### src/rtl/payout_eval_pkg.sv
// Shared encodings for round settlement: combination classes, payout multipliers
// and the settlement FSM states, used by payout_eval, the bank and the VGA overlay.
package payout_eval_pkg;

    typedef enum logic [2:0] {
        CLS_NONE     = 3'd0,
        CLS_PAIR     = 3'd1,
        CLS_TWO_PAIR = 3'd2,
        CLS_THREE    = 3'd3,
        CLS_FOUR     = 3'd4,
        CLS_JACKPOT  = 3'd5,
        CLS_INVALID  = 3'd7
    } win_class_t;

    localparam logic [6:0] MULT_NONE     = 7'd0;
    localparam logic [6:0] MULT_PAIR     = 7'd2;
    localparam logic [6:0] MULT_TWO_PAIR = 7'd5;
    localparam logic [6:0] MULT_THREE    = 7'd10;
    localparam logic [6:0] MULT_FOUR     = 7'd50;
    localparam logic [6:0] MULT_JACKPOT  = 7'd100;

    localparam logic [3:0] JACKPOT_DIGIT = 4'd7;

    typedef enum logic [1:0] {
        ST_IDLE,
        ST_CLASSIFY,
        ST_MULT,
        ST_PRESENT
    } state_t;

    // Number of equal digit pairs among the six possible pairings (0,1,2,3 or 6).
    function automatic logic [2:0] count_pairs(input logic [3:0] a, input logic [3:0] b,
                                               input logic [3:0] c, input logic [3:0] d);
        return 3'(a == b) + 3'(a == c) + 3'(a == d)
             + 3'(b == c) + 3'(b == d) + 3'(c == d);
    endfunction

endpackage

### src/rtl/payout_eval_classify.sv
// Combinational classifier: maps four latched reel digits to a combination
// class and its payout multiplier.
module payout_classify
    import payout_eval_pkg::*;
#(
    parameter int MULT_W = 7
) (
    input  logic [3:0]        d1,
    input  logic [3:0]        d2,
    input  logic [3:0]        d3,
    input  logic [3:0]        d4,
    output logic [2:0]        win_class,
    output logic [MULT_W-1:0] mult
);

    logic [2:0] pairs;
    logic       invalid;

    assign pairs   = count_pairs(d1, d2, d3, d4);
    assign invalid = (d1 > 4'd9) || (d2 > 4'd9) || (d3 > 4'd9) || (d4 > 4'd9);

    always_comb begin
        win_class = CLS_NONE;
        mult      = MULT_W'(MULT_NONE);
        if (invalid) begin
            win_class = CLS_INVALID;
            mult      = MULT_W'(MULT_NONE);
        end else begin
            case (pairs)
                3'd6: begin
                    if (d1 == JACKPOT_DIGIT) begin
                        win_class = CLS_JACKPOT;
                        mult      = MULT_W'(MULT_JACKPOT);
                    end else begin
                        win_class = CLS_FOUR;
                        mult      = MULT_W'(MULT_FOUR);
                    end
                end
                3'd3: begin
                    win_class = CLS_THREE;
                    mult      = MULT_W'(MULT_THREE);
                end
                3'd2: begin
                    win_class = CLS_TWO_PAIR;
                    mult      = MULT_W'(MULT_TWO_PAIR);
                end
                3'd1: begin
                    win_class = CLS_PAIR;
                    mult      = MULT_W'(MULT_PAIR);
                end
                default: begin
                    win_class = CLS_NONE;
                    mult      = MULT_W'(MULT_NONE);
                end
            endcase
        end
    end

endmodule

### src/rtl/payout_eval.sv
// Round settlement: freezes reels and bet on stop_pulse, classifies, computes
// bet*multiplier by fixed-length shift-add and hands the result to the bank.
module payout_eval
    import payout_eval_pkg::*;
#(
    parameter int BAL_W  = 16,
    parameter int MULT_W = 7
) (
    input  logic             clk,
    input  logic             rst,
    input  logic             stop_pulse,
    input  logic [3:0]       reel1,
    input  logic [3:0]       reel2,
    input  logic [3:0]       reel3,
    input  logic [3:0]       reel4,
    input  logic [BAL_W-1:0] bet,
    input  logic             win_ack,
    output logic             win_valid,
    output logic [BAL_W-1:0] win_amount,
    output logic [2:0]       win_class,
    output logic             busy
);

    localparam int ACC_W = BAL_W + MULT_W;
    localparam int CNT_W = $clog2(MULT_W) + 1;

    state_t state, state_next;

    logic [3:0]        d1, d2, d3, d4;
    logic [ACC_W-1:0]  bet_sh;
    logic [ACC_W-1:0]  acc;
    logic [ACC_W-1:0]  acc_add;
    logic [MULT_W-1:0] mult_sh;
    logic [CNT_W-1:0]  cnt;
    logic              last_iter;
    logic [BAL_W-1:0]  amount_sat;
    logic [2:0]        cls_class;
    logic [MULT_W-1:0] cls_mult;

    payout_classify #(.MULT_W(MULT_W)) u_classify (
        .d1        (d1),
        .d2        (d2),
        .d3        (d3),
        .d4        (d4),
        .win_class (cls_class),
        .mult      (cls_mult)
    );

    assign last_iter  = (cnt == CNT_W'(MULT_W - 1));
    assign acc_add    = mult_sh[0] ? (acc + bet_sh) : acc;
    assign amount_sat = (|acc_add[ACC_W-1:BAL_W]) ? '1 : acc_add[BAL_W-1:0];
    assign busy       = (state != ST_IDLE);

    always_ff @(posedge clk) begin
        if (!rst) state <= ST_IDLE;
        else      state <= state_next;
    end

    always_comb begin
        state_next = state;
        case (state)
            ST_IDLE:     if (stop_pulse) state_next = ST_CLASSIFY;
            ST_CLASSIFY: state_next = ST_MULT;
            ST_MULT:     if (last_iter) state_next = ST_PRESENT;
            ST_PRESENT:  if (win_ack) state_next = ST_IDLE;
            default:     state_next = ST_IDLE;
        endcase
    end

    // The final MULT edge registers the saturated sum including that edge's add.
    always_ff @(posedge clk) begin
        if (!rst) begin
            d1         <= '0;
            d2         <= '0;
            d3         <= '0;
            d4         <= '0;
            bet_sh     <= '0;
            acc        <= '0;
            mult_sh    <= '0;
            cnt        <= '0;
            win_valid  <= 1'b0;
            win_amount <= '0;
            win_class  <= '0;
        end else begin
            case (state)
                ST_IDLE: begin
                    if (stop_pulse) begin
                        d1     <= reel1;
                        d2     <= reel2;
                        d3     <= reel3;
                        d4     <= reel4;
                        bet_sh <= ACC_W'(bet);
                    end
                end
                ST_CLASSIFY: begin
                    mult_sh <= cls_mult;
                    acc     <= '0;
                    cnt     <= '0;
                end
                ST_MULT: begin
                    acc     <= acc_add;
                    bet_sh  <= bet_sh << 1;
                    mult_sh <= mult_sh >> 1;
                    cnt     <= cnt + 1'b1;
                    if (last_iter) begin
                        win_amount <= amount_sat;
                        win_class  <= cls_class;
                        win_valid  <= 1'b1;
                    end
                end
                ST_PRESENT: begin
                    if (win_ack) win_valid <= 1'b0;
                end
                default: ;
            endcase
        end
    end

endmodule

### config.mk
export PLATFORM = sky130hd
export DESIGN_NAME = payout_eval
export DESIGN_NICKNAME = d
export VERILOG_FILES = /design/src/rtl/payout_eval_pkg.sv /design/src/rtl/payout_eval_classify.sv /design/src/rtl/payout_eval.sv
export SDC_FILE = /design/constraint.sdc
export NUM_CORES = 1
export LEC_CHECK = 0
export ABC_CLOCK_PERIOD_IN_PS = 5900
export BUFFER_PORTS_ARGS = -buffer_cell sky130_fd_sc_hd__buf_2
export CORE_MARGIN = 2
export CORE_UTILIZATION = 54
export DETAILED_ROUTE_END_ITERATION = 7
export PLACE_DENSITY = 0.74
export SLEW_MARGIN = 20
export SYNTH_ARGS = -nofsm -noshare
export SYNTH_HDL_FRONTEND = slang
export SYNTH_SLANG_ARGS = --single-unit
### constraint.sdc
create_clock -name clk -period 5.9 [get_ports clk]
set_input_delay 0.59 -clock clk [delete_from_list [all_inputs] [get_ports clk]]
set_output_delay 0.59 -clock clk [all_outputs]
set_load 0.02 [all_outputs]
==> results.cfg, run 1 <==
[sta]
max_freq_ghz = 0.274
finalSetupTns_ps = 0
report.final.setup_viol = 0
max_slew_margin = 0.313
clock_skew_ps = 17.4
hold_violations = 0
fin_crit_ps = 3650
rsz0062_at_grt = no
worst_pin_slew_ps = 1030
fin_crit_sh = 0.619
maxSlewViolCount = 0

[critical_path]
arrival_ps = 3970
reg2reg_to = mult_sh[4]
reg2reg_slack_ps = 2250
start_kind = register
reg2regPathDepth = 12
critical_path_class = reg -> reg
end_kind = register
crit-reg2reg-launch = d1[3]
cp_data_required_time_ps = 6220
cp_max_fo = 7

[pwr]
seqPwrFrac = 0.366
pwr-share-comb = 0.409
swShare = 0.396
vdd.ir_drop.worst_uv = 283
p_int_mw = 1.29
leakagePower_nw = 2.64
power_frac_clock = 0.225
powerDensity_mw_per_mm2 = 333
p_sw_mw = 0.845

[die]
fp.dieArea_mm2 = 0.0117
die_h_um = 108
num_io_pins = 57
rows = 38
core_region_area_mm2 = 0.0107
initial_core_util = 0.547
fp.dieW_um = 108

[clock_network]
ctsRootBufferMaster = clkbuf_8
cts_buffer_depth = 2
cts_hold_buf = 0
clkTransAtPathRegs_ps = 100
cts_setup_buffers = 0
post_cts_resized = 0
numCtsBuffers = 9
cts.sinks = 95
cts_tree = built
worstSkewPairLatency_ps = 390
htreeDepth = 3

[layout]
regArea_mm2 = 0.00190
syn_to_final_growth_pct = 9.12
post-route-util = 0.597
nNetsFinal = 807
n_antenna_cell = 0
n_fill_cell = 1008
drive_gt1_frac = 0.116
multi_input_area_mm2 = 0.00369

[worst_hold_path]
hold_depth = 3
hold_end = d4[2]
hp-start = reel4[2]
hold_class = in -> reg

[synthesis]
ys_warn_count = 0
synth-main-ff-cell = dfxtp_1
synthCells = 714
netlist.area_leader.share = 0.324
syn_nets = 782
synth.most_common_cell = dfxtp_1
synth_edf_count = 0
synth_common_cells = dfxtp_1 (95), nand2_1 (86), o21ai_0 (47)
synth_largest_area_cell = dfxtp_1
synth-seq-cells = 95
netlist_area_mm2 = 0.00587
synth_cell_types = 59
synthArstFlopShare = 0
synth_area_per_cell_um2 = 8.23
synth.area.top_cells = dfxtp_1 (32%), ha_1 (6.0%), nand2_1 (5.5%), mux2i_1 (4.6%), o21ai_0 (4.0%)
yosysSeqAreaShare = 0.324

[global_routing]
grt_max_degree = 97
overflow = 0
antenna_found_initial = 0
grt_pass1_wl_um = 24600
grt_pass1_vias = 5125
track_usage = 0.264

[detailed_routing]
wl_per_cell_um = 16.5
first_iter_violations = 284
final_antenna_net_count = 0
drt_wl_total_um = 14600
vias = 5355
drt_pass1_iterations = 6
drc = 0
avgViaCountPerCell = 6.06

[run]
maxCapViolCount = 0

[placement]
place_congestion = 1.01
hpwlAfterDp_um = 10500
io_buffers = 56

[outcome]
outcome = complete, no violations
worst max-delay path, stage by stage (launching register included):
cell and delay [ps]:
dfxtp_1 490, xor2_1 120, nor4_1 360, ha_1 290, inv_1 80, fa_1 410, fa_1 440, fa_1 490
nor2b_1 170, nand2b_1 110, nor3_1 280, nand2_1 140, a31oi_1 180
power groups by stage:
stage                     combinational (mW)  sequential, mW  clock [mW]
final                                  0.871           0.780       0.481
after global placement                 0.837           0.788           0
after global routing                   0.983           0.791       0.515
after CTS                              0.870           0.779       0.490
after detailed placement               0.862           0.794           0
after floorplan                        0.683           0.768           0
through the flow:
step	instances	worst slack (ps)	power (mW)	area [um^2]	hold slack (ps)
6_report	883	2250	2.13	6410	437
5_1_grt	883	1980	2.29	6410	447
4_1_cts	883	2260	2.14	6400	426
3_5_place_dp	868	2270	1.66	6190	470
3_3_place_gp	868	2460	1.63	6180	459
2_1_floorplan	714	2570	1.45	5870	445
worst max path at each step:
| stage | start | end | cells after the start |
|---|---|---|---|
| after detailed placement | d1[3] | mult_sh[6] | 12 |
| after CTS | d1[3] | mult_sh[4] | 12 |
| after global placement | d1[3] | mult_sh[4] | 12 |
| final | d1[3] | mult_sh[4] | 12 |
| after global routing | d1[3] | mult_sh[6] | 12 |
| after floorplan | d1[1] | mult_sh[4] | 13 |
cells in the final DEF (no fill, tap or decap), types with 23 or more instances in the layout:
| cell | synthesis | layout |
|---|---|---|
| a21oi_1 | 38 | 38 |
| nor2_1 | 27 | 27 |
| ha_1 | 28 | 28 |
| o21ai_0 | 47 | 46 |
| mux2i_1 | 27 | 27 |
| a21boi_0 | 24 | 24 |
| inv_1 | 29 | 29 |
| buf_2 | 2 | 56 |
| nand2_1 | 86 | 86 |
| dfxtp_1 | 95 | 95 |
| a31oi_1 | 23 | 23 |
final cells by class:
| cell class | count | area share |
|---|---|---|
| Clock buffer | 12 | 0.0226 |
| Clock inverter | 3 | 0.0105 |
| Inverter | 29 | 0.0170 |
| Multi-Input combinational cell | 543 | 0.576 |
| Sequential cell | 95 | 0.297 |
| Tap cell | 140 | 0.0273 |
| Timing Repair Buffer | 61 | 0.0496 |
metal layers:
layer | vias up | part of all wire | GRT usage | wire length (um)
met1 | 2541 | 0.45 | 0.336 | 6560
met4 | 0 | 0.025 | 0.109 | 367
met5 | - | 0 | 0 | 0
met2 | 168 | 0.47 | 0.440 | 6910
met3 | 34 | 0.051 | 0.0476 | 744
li1 | 2612 | - | - | -
cell families after synthesis:
group | synth area share
fa+ha+maj | 0.0733
buf+inv | 0.0515
mux | 0.0460
simple gates | 0.190
compound gates | 0.260
flops | 0.324
xor+xnor | 0.0552
flip-flops by register name, indices dropped and copies added (netlist names):
name / count
state: 2
d1: 4
win_amount: 16
d2: 4
d4: 4
mult_sh: 7
d3: 4
cnt: 4
win_class: 3
acc: 23
bet_sh: 23
win_valid: 1
Note: power is estimated with default switching activity, not from simulation.
==> run 2, diff against run 1 <==
--- a/config.mk
+++ b/config.mk
@@ -5,12 +5,12 @@
 export SDC_FILE = /design/constraint.sdc
 export NUM_CORES = 1
 export LEC_CHECK = 0
-export ABC_CLOCK_PERIOD_IN_PS = 5900
+export ABC_CLOCK_PERIOD_IN_PS = 3300
 export BUFFER_PORTS_ARGS = -buffer_cell sky130_fd_sc_hd__buf_2
 export CORE_MARGIN = 2
 export CORE_UTILIZATION = 54
 export DETAILED_ROUTE_END_ITERATION = 7
-export PLACE_DENSITY = 0.74
+export PLACE_DENSITY = 0.77
 export SLEW_MARGIN = 20
 export SYNTH_ARGS = -nofsm -noshare
 export SYNTH_HDL_FRONTEND = slang
==> constraint.sdc (replaced) <==
create_clock -name clk -period 3.3 [get_ports clk]
set_input_delay 0.33 -clock clk [delete_from_list [all_inputs] [get_ports clk]]
set_output_delay 0.33 -clock clk [all_outputs]
set_load 0.02 [all_outputs]
==> run 2 against run 1 <==
Global-route usage up 0.64 points. Sequential share of layout area decreased by 1.3 points. Utilization up 2.9 points. Worst hold slack got worse by 250 ps. Routed wire length is 5.4% higher. Sequential power grew 77%. Combinational power up 130%. Final cell count up 3.2%.
==> results.cfg, run 2 (synthesis gave the netlist of run 1 again) <==
[outcome]
outcome = complete, no violations

[clock_network]
cts.sinks = 95
clkTransAtPathRegs_ps = 100
numCtsBuffers = 9
htreeDepth = 3
ctsRootBufferMaster = clkbuf_8
cts_hold_buf = 0
cts_buffer_depth = 2
worstSkewPairLatency_ps = 390
cts_tree = built

[critical_path]
crit_chain = xor2_2 -> nor4_2 -> ha_1 -> inv_2 -> fa_1 -> fa_2 -> fa_2 -> buf_4 -> nor2b_4 -> buf_4 -> buf_4 -> nor2_1 -> a21oi_1
crit_path_frequent_cell = buf_4
reg2reg_slack_ps = 60
cpPeakStageDelay_ps = 560
cp_data_required_time_ps = 3580
arrival_ps = 3520
start_kind = register
reg2reg_to = win_class[1]
crit-reg2reg-launch = d1[2]
reg2regPathDepth = 13
cp_max_fo = 4
crit_path_top_delay_cell = fa_2
end_kind = register
critical_path_class = reg -> reg

[die]
initial_core_util = 0.547
fp.dieArea_mm2 = 0.0117
fp.dieW_um = 108
num_io_pins = 57
core_region_area_mm2 = 0.0107
rows = 38
die_h_um = 108

[global_routing]
grt_max_degree = 56
grt_pass1_vias = 5243
track_usage = 0.270
antenna_found_initial = 0
grt_pass1_wl_um = 25200
overflow = 0

[detailed_routing]
drc = 0
wl_per_cell_um = 16.9
vias = 5450
avgViaCountPerCell = 5.98
first_iter_violations = 320
drt_pass1_iterations = 7
final_antenna_net_count = 0
drt_wl_total_um = 15400

[layout]
multi_input_area_mm2 = 0.00374
drive_gt1_frac = 0.171
nNetsFinal = 835
regArea_mm2 = 0.00191
post-route-util = 0.626
final_cell_mix = dfxtp_1 (91), nand2_1 (85), buf_2 (56)
syn_to_final_growth_pct = 14.5
final_common_cell = dfxtp_1
largestRegisters = acc: 23 flops, bet_sh: 23 flops, win_amount: 16 flops
n_antenna_cell = 0
n_fill_cell = 940
final_cells = 911

[pwr]
leakagePower_nw = 2.83
powerDensity_mw_per_mm2 = 639
vdd.ir_drop.worst_uv = 428
power_mw = 4.30

[placement]
hpwlAfterDp_um = 11100
io_buffers = 56
place_congestion = 0.899
place_inst = 894

[sta]
hold_violations = 0
maxSlewViolCount = 0
clock_skew_ps = 15.7
worst_pin_slew_ps = 886
fin_crit_ps = 3240
rsz0062_at_grt = yes
max_slew_margin = 0.403
report.final.setup_viol = 0
fin_crit_sh = 0.983
finalSetupTns_ps = 0
max_freq_ghz = 0.308

[worst_hold_path]
hold_class = in -> reg
hold_depth = 3
hold_end = d3[0]
hp-start = reel3[0]

[run]
maxCapViolCount = 0
## run 2: changes by cell type in the layout (fill, tap and decap cells not counted), sizes merged
cell | before | now
buf | 61 | 89
inv | 29 | 31
clkinv | 0 | 1
clkinvlp | 1 | 0
bufinv | 2 | 3
clkbuf | 12 | 9
## run 2: report_power, final
| part | internal [mW] | switching, mW |
|---|---|---|
| Clock | 0.506 | 0.439 |
| Sequential | 1.27 | 0.108 |
| Combinational | 0.864 | 1.11 |
| Total | 2.64 | 1.66 |
## run 2: final cells by class
class                   instances  area share
multi-input cells             543       0.555
repair buffers                 89      0.0828
well taps                     140      0.0260
clock inverters                 6      0.0173
flip-flops and latches         95       0.284
inverters                      29      0.0162
clock buffers                   9      0.0184
## run 2: timing repair
item / 4_1_cts / 5_1_grt
endpoints found under the setup margin: 7 / 24
hold endpoints to repair: 0 / 0
gates resized for setup: 12 / 10
setup buffers: 2 / 0
pin swaps: 15 / 12
cloned: 0 / 0
## run 2: routing by layer
layer,vias up,track usage,share of wire
met5,-,0,0
met4,0,0.109,0.025
met3,35,0.0446,0.047
met2,154,0.449,0.48
met1,2591,0.350,0.45
li1,2670,-,-
## run 2: per-stage QoR
| step | instance area [um^2] | hold WS [ps] | worst slack [ps] |
|---|---|---|---|
| global route | 6730 | 184 | -137 |
| floorplan | 5880 | 445 | 11.9 |
| CTS | 6690 | 175 | -97.4 |
| finish | 6730 | 183 | 55.9 |
| global placement | 6400 | 454 | -45.8 |
| detailed placement | 6400 | 476 | -327 |
## run 2: how the worst max path moves through the flow
stage               startpoint            to  cells after the start
floorplan                d1[2]    mult_sh[4]                     13
global placement         d1[0]    mult_sh[4]                     12
detailed placement       d1[0]    mult_sh[1]                     12
CTS                      d1[1]    mult_sh[1]                     13
global route             d1[3]    mult_sh[4]                     12
finish                   d1[2]  win_class[1]                     13
## run 2: critical path, delay by kind of cell (launching register included)
family	cells	cell delay (ps)
adders and majority gates	4	1690
and+or+nand+nor	3	430
buffers and inverters	4	430
DFF	1	380
xor gates and xnor gates	1	140
AOI/OAI and AO/OA	1	80
